<file path="config.mk">
export PLATFORM = sky130hd
export DESIGN_NAME = pipelined_barrel_rotator_flat
export DESIGN_NICKNAME = d
export VERILOG_FILES = /design/src/rtl/pipelined_barrel_rotator_if.sv /design/src/rtl/pipelined_barrel_rotator.sv /design/src/flat_wrapper.sv
export SDC_FILE = /design/constraint.sdc
export NUM_CORES = 1
export LEC_CHECK = 0
export CELL_PAD_IN_SITES_DETAIL_PLACEMENT = 1
export CELL_PAD_IN_SITES_GLOBAL_PLACEMENT = 2
export CORE_AREA = 8 8 78 80
export CTS_CLUSTER_DIAMETER = 30
export DETAILED_ROUTE_END_ITERATION = 12
export DIE_AREA = 0 0 86 88
export GPL_TIMING_DRIVEN = 1
export MAX_ROUTING_LAYER = met4
export PLACE_DENSITY = 0.74
export SYNTH_ARGS = -nofsm -noshare
export SYNTH_HDL_FRONTEND = slang
export SYNTH_SLANG_ARGS = --single-unit
</file>
<file path="constraint.sdc">
create_clock -name clk -period 2 [get_ports clk]
set_clock_uncertainty 0.15 [all_clocks]
set_input_delay 0.3 -clock clk [delete_from_list [all_inputs] [get_ports clk]]
set_output_delay 0.3 -clock clk [all_outputs]
set_load 0.05 [all_outputs]
</file>
<file path="src/rtl/pipelined_barrel_rotator_if.sv">
// rtl/pipelined_barrel_rotator_if.sv - valid/ready bus for the pipelined barrel rotator
//
// Purpose: bundles the input and output handshakes of the rotator.
// Signals:
//   in_valid  - in_data/in_amt/in_lr are valid this cycle
//   in_ready  - rotator accepts input this cycle
//   in_data   - WIDTH-bit word to rotate
//   in_amt    - AMT_W-bit rotate amount
//   in_lr     - direction, 1 = left, 0 = right
//   out_valid - out_data holds a result
//   out_ready - downstream accepts the result this cycle
//   out_data  - rotated word
// Modports: master = traffic source/sink around the rotator, slave = the rotator.
interface pipelined_barrel_rotator_if #(
  parameter int WIDTH = 8,
  parameter int AMT_W = 3
);
  logic             in_valid;
  logic             in_ready;
  logic [WIDTH-1:0] in_data;
  logic [AMT_W-1:0] in_amt;
  logic             in_lr;
  logic             out_valid;
  logic             out_ready;
  logic [WIDTH-1:0] out_data;

  modport master (
    output in_valid, in_data, in_amt, in_lr, out_ready,
    input  in_ready, out_valid, out_data
  );

  modport slave (
    input  in_valid, in_data, in_amt, in_lr, out_ready,
    output in_ready, out_valid, out_data
  );
endinterface

</file>
<file path="src/rtl/pipelined_barrel_rotator.sv">
// rtl/pipelined_barrel_rotator.sv - AMT_W-stage pipelined left/right barrel rotator
//
// Purpose: rotates a WIDTH-bit word left (lr=1) or right (lr=0) by in_amt.
//   Stage k rotates by 2^k when amount bit k is set. Every stage is
//   registered; the whole pipeline advances or stalls together.
// Ports:
//   clk   - rising-edge clock
//   reset - synchronous, active-high; clears all stage valids and data
//   bus   - pipelined_barrel_rotator_if.slave (in_* request, out_* result)
module pipelined_barrel_rotator #(
  parameter int WIDTH = 8,
  parameter int AMT_W = 3
) (
  input  logic                          clk,
  input  logic                          reset,
  pipelined_barrel_rotator_if.slave     bus
);

  // Stage registers: data, full amount, direction and valid per stage.
  logic [WIDTH-1:0] data_q  [AMT_W];
  logic [AMT_W-1:0] amt_q   [AMT_W];
  logic [AMT_W-1:0] lr_q;
  logic [AMT_W-1:0] valid_q;

  // Stage inputs: stage 0 from the bus, stage k from stage k-1.
  logic [WIDTH-1:0] st_data [AMT_W];
  logic [AMT_W-1:0] st_amt  [AMT_W];
  logic [AMT_W-1:0] st_lr;
  logic [AMT_W-1:0] st_valid;

  logic adv;
  logic unused_tail;

  // Rotate d by 2^k. Truncating the source index to AMT_W bits is the
  // modulo-WIDTH wrap, since WIDTH is a power of two.
  function automatic logic [WIDTH-1:0] rotate_step(
    input logic [WIDTH-1:0] d,
    input logic             left,
    input int               k
  );
    logic [WIDTH-1:0] r;
    logic [AMT_W-1:0] src;
    r = '0;
    for (int i = 0; i < WIDTH; i++) begin
      if (left) src = AMT_W'(i - (1 << k));
      else      src = AMT_W'(i + (1 << k));
      r[i] = d[src];
    end
    return r;
  endfunction

  // Whole-pipeline advance: only a held result at the tail blocks movement.
  assign adv           = !valid_q[AMT_W-1] || bus.out_ready;
  assign bus.in_ready  = adv;
  assign bus.out_valid = valid_q[AMT_W-1];
  assign bus.out_data  = data_q[AMT_W-1];

  // The tail stage's direction and amount have no consumer.
  assign unused_tail = lr_q[AMT_W-1] ^ (^amt_q[AMT_W-1]);

  always_comb begin
    st_data[0]  = bus.in_data;
    st_amt[0]   = bus.in_amt;
    st_lr[0]    = bus.in_lr;
    st_valid[0] = bus.in_valid;
    for (int k = 1; k < AMT_W; k++) begin
      st_data[k]  = data_q[k-1];
      st_amt[k]   = amt_q[k-1];
      st_lr[k]    = lr_q[k-1];
      st_valid[k] = valid_q[k-1];
    end
  end

  always_ff @(posedge clk) begin
    if (reset) begin
      valid_q <= '0;
      lr_q    <= '0;
      for (int k = 0; k < AMT_W; k++) begin
        data_q[k] <= '0;
        amt_q[k]  <= '0;
      end
    end else if (adv) begin
      // Bubbles shift along with real words; their data is don't-care.
      for (int k = 0; k < AMT_W; k++) begin
        valid_q[k] <= st_valid[k];
        lr_q[k]    <= st_lr[k];
        amt_q[k]   <= st_amt[k];
        data_q[k]  <= st_amt[k][k] ? rotate_step(st_data[k], st_lr[k], k)
                                   : st_data[k];
      end
    end
  end

endmodule

</file>
<file path="src/flat_wrapper.sv">
// flat-port wrapper written by rule: the top's interface ports become plain ports
module pipelined_barrel_rotator_flat 
#(
  parameter int WIDTH = 8,
  parameter int AMT_W = 3
)
  (clk, reset, bus_in_valid, bus_in_data, bus_in_amt, bus_in_lr, bus_out_ready, bus_in_ready, bus_out_valid, bus_out_data);
  pipelined_barrel_rotator_if #(.WIDTH(WIDTH), .AMT_W(AMT_W)) bus_i ();
  input  logic clk;
  input  logic reset;
  input wire logic [$bits(bus_i.in_valid)-1:0] bus_in_valid;
  input wire logic [$bits(bus_i.in_data)-1:0] bus_in_data;
  input wire logic [$bits(bus_i.in_amt)-1:0] bus_in_amt;
  input wire logic [$bits(bus_i.in_lr)-1:0] bus_in_lr;
  input wire logic [$bits(bus_i.out_ready)-1:0] bus_out_ready;
  output wire logic [$bits(bus_i.in_ready)-1:0] bus_in_ready;
  output wire logic [$bits(bus_i.out_valid)-1:0] bus_out_valid;
  output wire logic [$bits(bus_i.out_data)-1:0] bus_out_data;
  assign bus_i.in_valid = bus_in_valid;
  assign bus_i.in_data = bus_in_data;
  assign bus_i.in_amt = bus_in_amt;
  assign bus_i.in_lr = bus_in_lr;
  assign bus_i.out_ready = bus_out_ready;
  assign bus_in_ready = bus_i.in_ready;
  assign bus_out_valid = bus_i.out_valid;
  assign bus_out_data = bus_i.out_data;
  pipelined_barrel_rotator #(.WIDTH(WIDTH), .AMT_W(AMT_W)) u_core (.clk(clk), .reset(reset), .bus(bus_i));
endmodule
</file>
==> metrics.md <==
| Metric | Value |
|---|---|
| Clock transition at path regs | around 60 ps |
| Most frequent cells in the layout | nor2_1, edfxtp_1, mux2i_1 |
| Synth warnings | 0 |
| Antenna violations before repair | 0 |
| DIE AREA | around 0.0076 mm² |
| # hold bufs at CTS | 0 |
| DR WL/cell | approximately 14 µm |
| Diode count | 0 |
| Period Utilization, post-route | between 90 and 100% |
| Gp weighted congestion | around 0.78 |
| Mapped Area | 0.00164 mm² |
| Vias in the first global route | 1098 |
| Placed Instance Area | 0.00190 mm² |
| CTS tree | done |
| FF-to-FF Start | u_core.lr_q[0] |
| Nets | ~170 |
| First-pass GRT wire length | 5060 µm |
| Crit-path max cell delay | around 800 ps |
| CP bufs+invs | 1 |
| Clock sinks | 31 |
| CTS Buffer Depth | 2 |
| Arr. time, crit path | between 1000 and 1500 ps |
| Number of vias in the routed layout | 1026 |
| Top post-synthesis cells by area | edfxtp_1, mux2i_1, a211oi_2 |
| I/O pin count | 26 |
| GRT Util Overall | 8.86% |
| Setup_tns | 0 ps |
| Avg Inst Size Synth | between 10 and 15 µm² |
| Critical Path RT | roughly 1600 ps |
| Post-synthesis sequential area ratio | 54.2% |
| Pin count of the biggest net entering global routing | 28 |
| Die extent in y | 88 µm |
| Post-synthesis register bit count | 31 |
| CTS buffer count | 5 |
| Actual slew at the worst max-slew pin | 631 ps |
| Layout fillers | around 540 |
| Hold Startpoint | u_core.valid_q[0] |
| Post CTS Setup Buffer Count | 0 |
| Fin Hold WS | roughly 320 ps |
| Port Buffers | 25 |
| Final Max Tran Viols | 0 |
| Die W | about 86 µm |
| Starting Density | roughly a third |
| Final wirelength | around 3000 µm |
| Overall Power | 1.49 mW |
| CTS root buf | clkbuf_8 |
| Family with the most delay on the worst path | buffers and inverters |
| Worst setup EP type | output pin |
| Largest area contributor in the netlist | edfxtp_1 |
| Final setup fails | 0 |
| Post_cts resized | 0 |
| RSZ-0062 raised after global routing | no |
| Cell Chain, Critical Path | clkdlybuf4s50_1 |
| Critical path peak fanout | 2 |
| Pwr Density | 754 mW/mm² |
| Min-Delay Path Depth | 2 |
| Antenna Nets Post-Route | 0 |
| Row Count | 26 |
| H-tree level count | 2 |
| Core area | 0.00491 mm² |
| DR vias/cell | 4.64 |
| Post-Synthesis Net Count | roughly 150 |
| Outcome | finished, final reports clean |
| Pleak | 0.729 nW |
| Hpwl dp | 2230 µm |
| Final Critical Period | 1860 ps |
| CP max-delay cell | clkdlybuf4s50_1 |
| Synth Instances | 132 |
| 1st-iter DRT viols | 68 |
| Peak supply drop | 272 µV |
| Congestion Overflow GR | 0 |
| Skew-Pair Late Insertion Delay | 280 ps |
| Detailed-route DRC error count | 0 |
| Max-cap viol count | 0 |
| Pre-antenna DRT Iters | 4 |
| Synth-to-Final Area Change | 20.3% |
| Hold Path Sink | u_core.valid_q[0] |
| Fmax | 538 MHz |
| Crit Reg-Reg Endpoint | u_core.data_q[0][10] |
| Hold Path Class | reg2reg |
| Worst setup SP type | flip-flop |
| Distinct cells, synth | 18 |
| Top cell type's share of synthesized area | 49.4% |
| Final instance area | 0.00198 mm² |
| Share of cells above drive strength 1 | 18.5% |
| Crit path kind | reg2out |
| Worst R2R Path Depth | 2 |
| Max-slew headroom | 57.9% |
| R2r setup slk | 510 ps |
| Final-report hold violation count | 0 |
## power breakdown
part	internal, mW	switching [mW]
logic	0.109	0.131
clock network	0.237	0.218
registers	0.758	0.0393
## worst max-delay path by stage
| stage | start | to | slack, ps | depth (start not counted) |
|---|---|---|---|---|
| after floorplan | u_core.valid_q[2] | u_core.data_q[0][6] | 150 | 6 |
| after global placement | reset | u_core.data_q[0][2] | 230 | 3 |
| after detailed placement | reset | u_core.data_q[0][2] | 130 | 3 |
| after CTS | u_core.data_q[0][17] | bus_out_data[1] | 130 | 1 |
| after global routing | u_core.valid_q[2] | bus_out_valid | 100 | 1 |
| final | u_core.valid_q[2] | bus_out_valid | 140 | 1 |
## layer usage
layer  track usage, %  part of all wire, %  routed length, µm  vias up
li1                 -                    -                  -      503
met1             8.80                   43               1300      492
met2             14.9                   50               1500       25
met3             3.00                  4.5                136        6
met4             5.25                  2.3                 68        0
met5                -                    0                  0        -
## stage by stage
stage / cells / util, % / setup WS, ps
4_1_cts: 221 / 40.2 / 127
3_5_place_dp: 213 / 38.6 / 129
2_1_floorplan: 132 / - / 151
5_1_grt: 221 / 40.2 / 100
6_report: 221 / 40.2 / 140
3_3_place_gp: 213 / 38.6 / 231
## cells by family after synthesis
group,synth area share (%)
AO/OA/AOI/OAI,11.9
buffers and inverters,8.53
flip-flops,54.2
AND/OR/NAND/NOR,10.7
multiplexers,14.6
## state kept, by name, summed over array words and instances (netlist names)
| register | count |
|---|---|
| u_core.amt_q | 3 |
| u_core.data_q | 24 |
| u_core.lr_q | 1 |
| u_core.valid_q | 3 |
## synth_stat cells
library cell / n
inv_4: 1
nor2b_4: 1
edfxtp_1: 27
clkbuf_2: 3
and2_1: 3
nand2b_1: 1
a211oi_1: 4
nor2_1: 27
dfxtp_1: 4
clkbuf_4: 1
mux2i_1: 24
buf_4: 9
a21oi_1: 3
a211oi_2: 12
nand2_1: 6
nand2b_4: 1
buf_6: 3
buf_2: 2
## area by class of cell
class                           instances  area (µm²)  area share [%]
Clock inverter                          2        7.51           0.380
Tap cell                               70        87.6            4.43
Timing Repair Buffer                   29         298            15.1
Inverter                                1        6.26           0.316
Multi-Input combinational cell         82         614            31.1
Sequential cell                        31         891            45.1
Clock buffer                            6        72.6            3.67
Note: power is estimated with default switching activity, not from simulation.
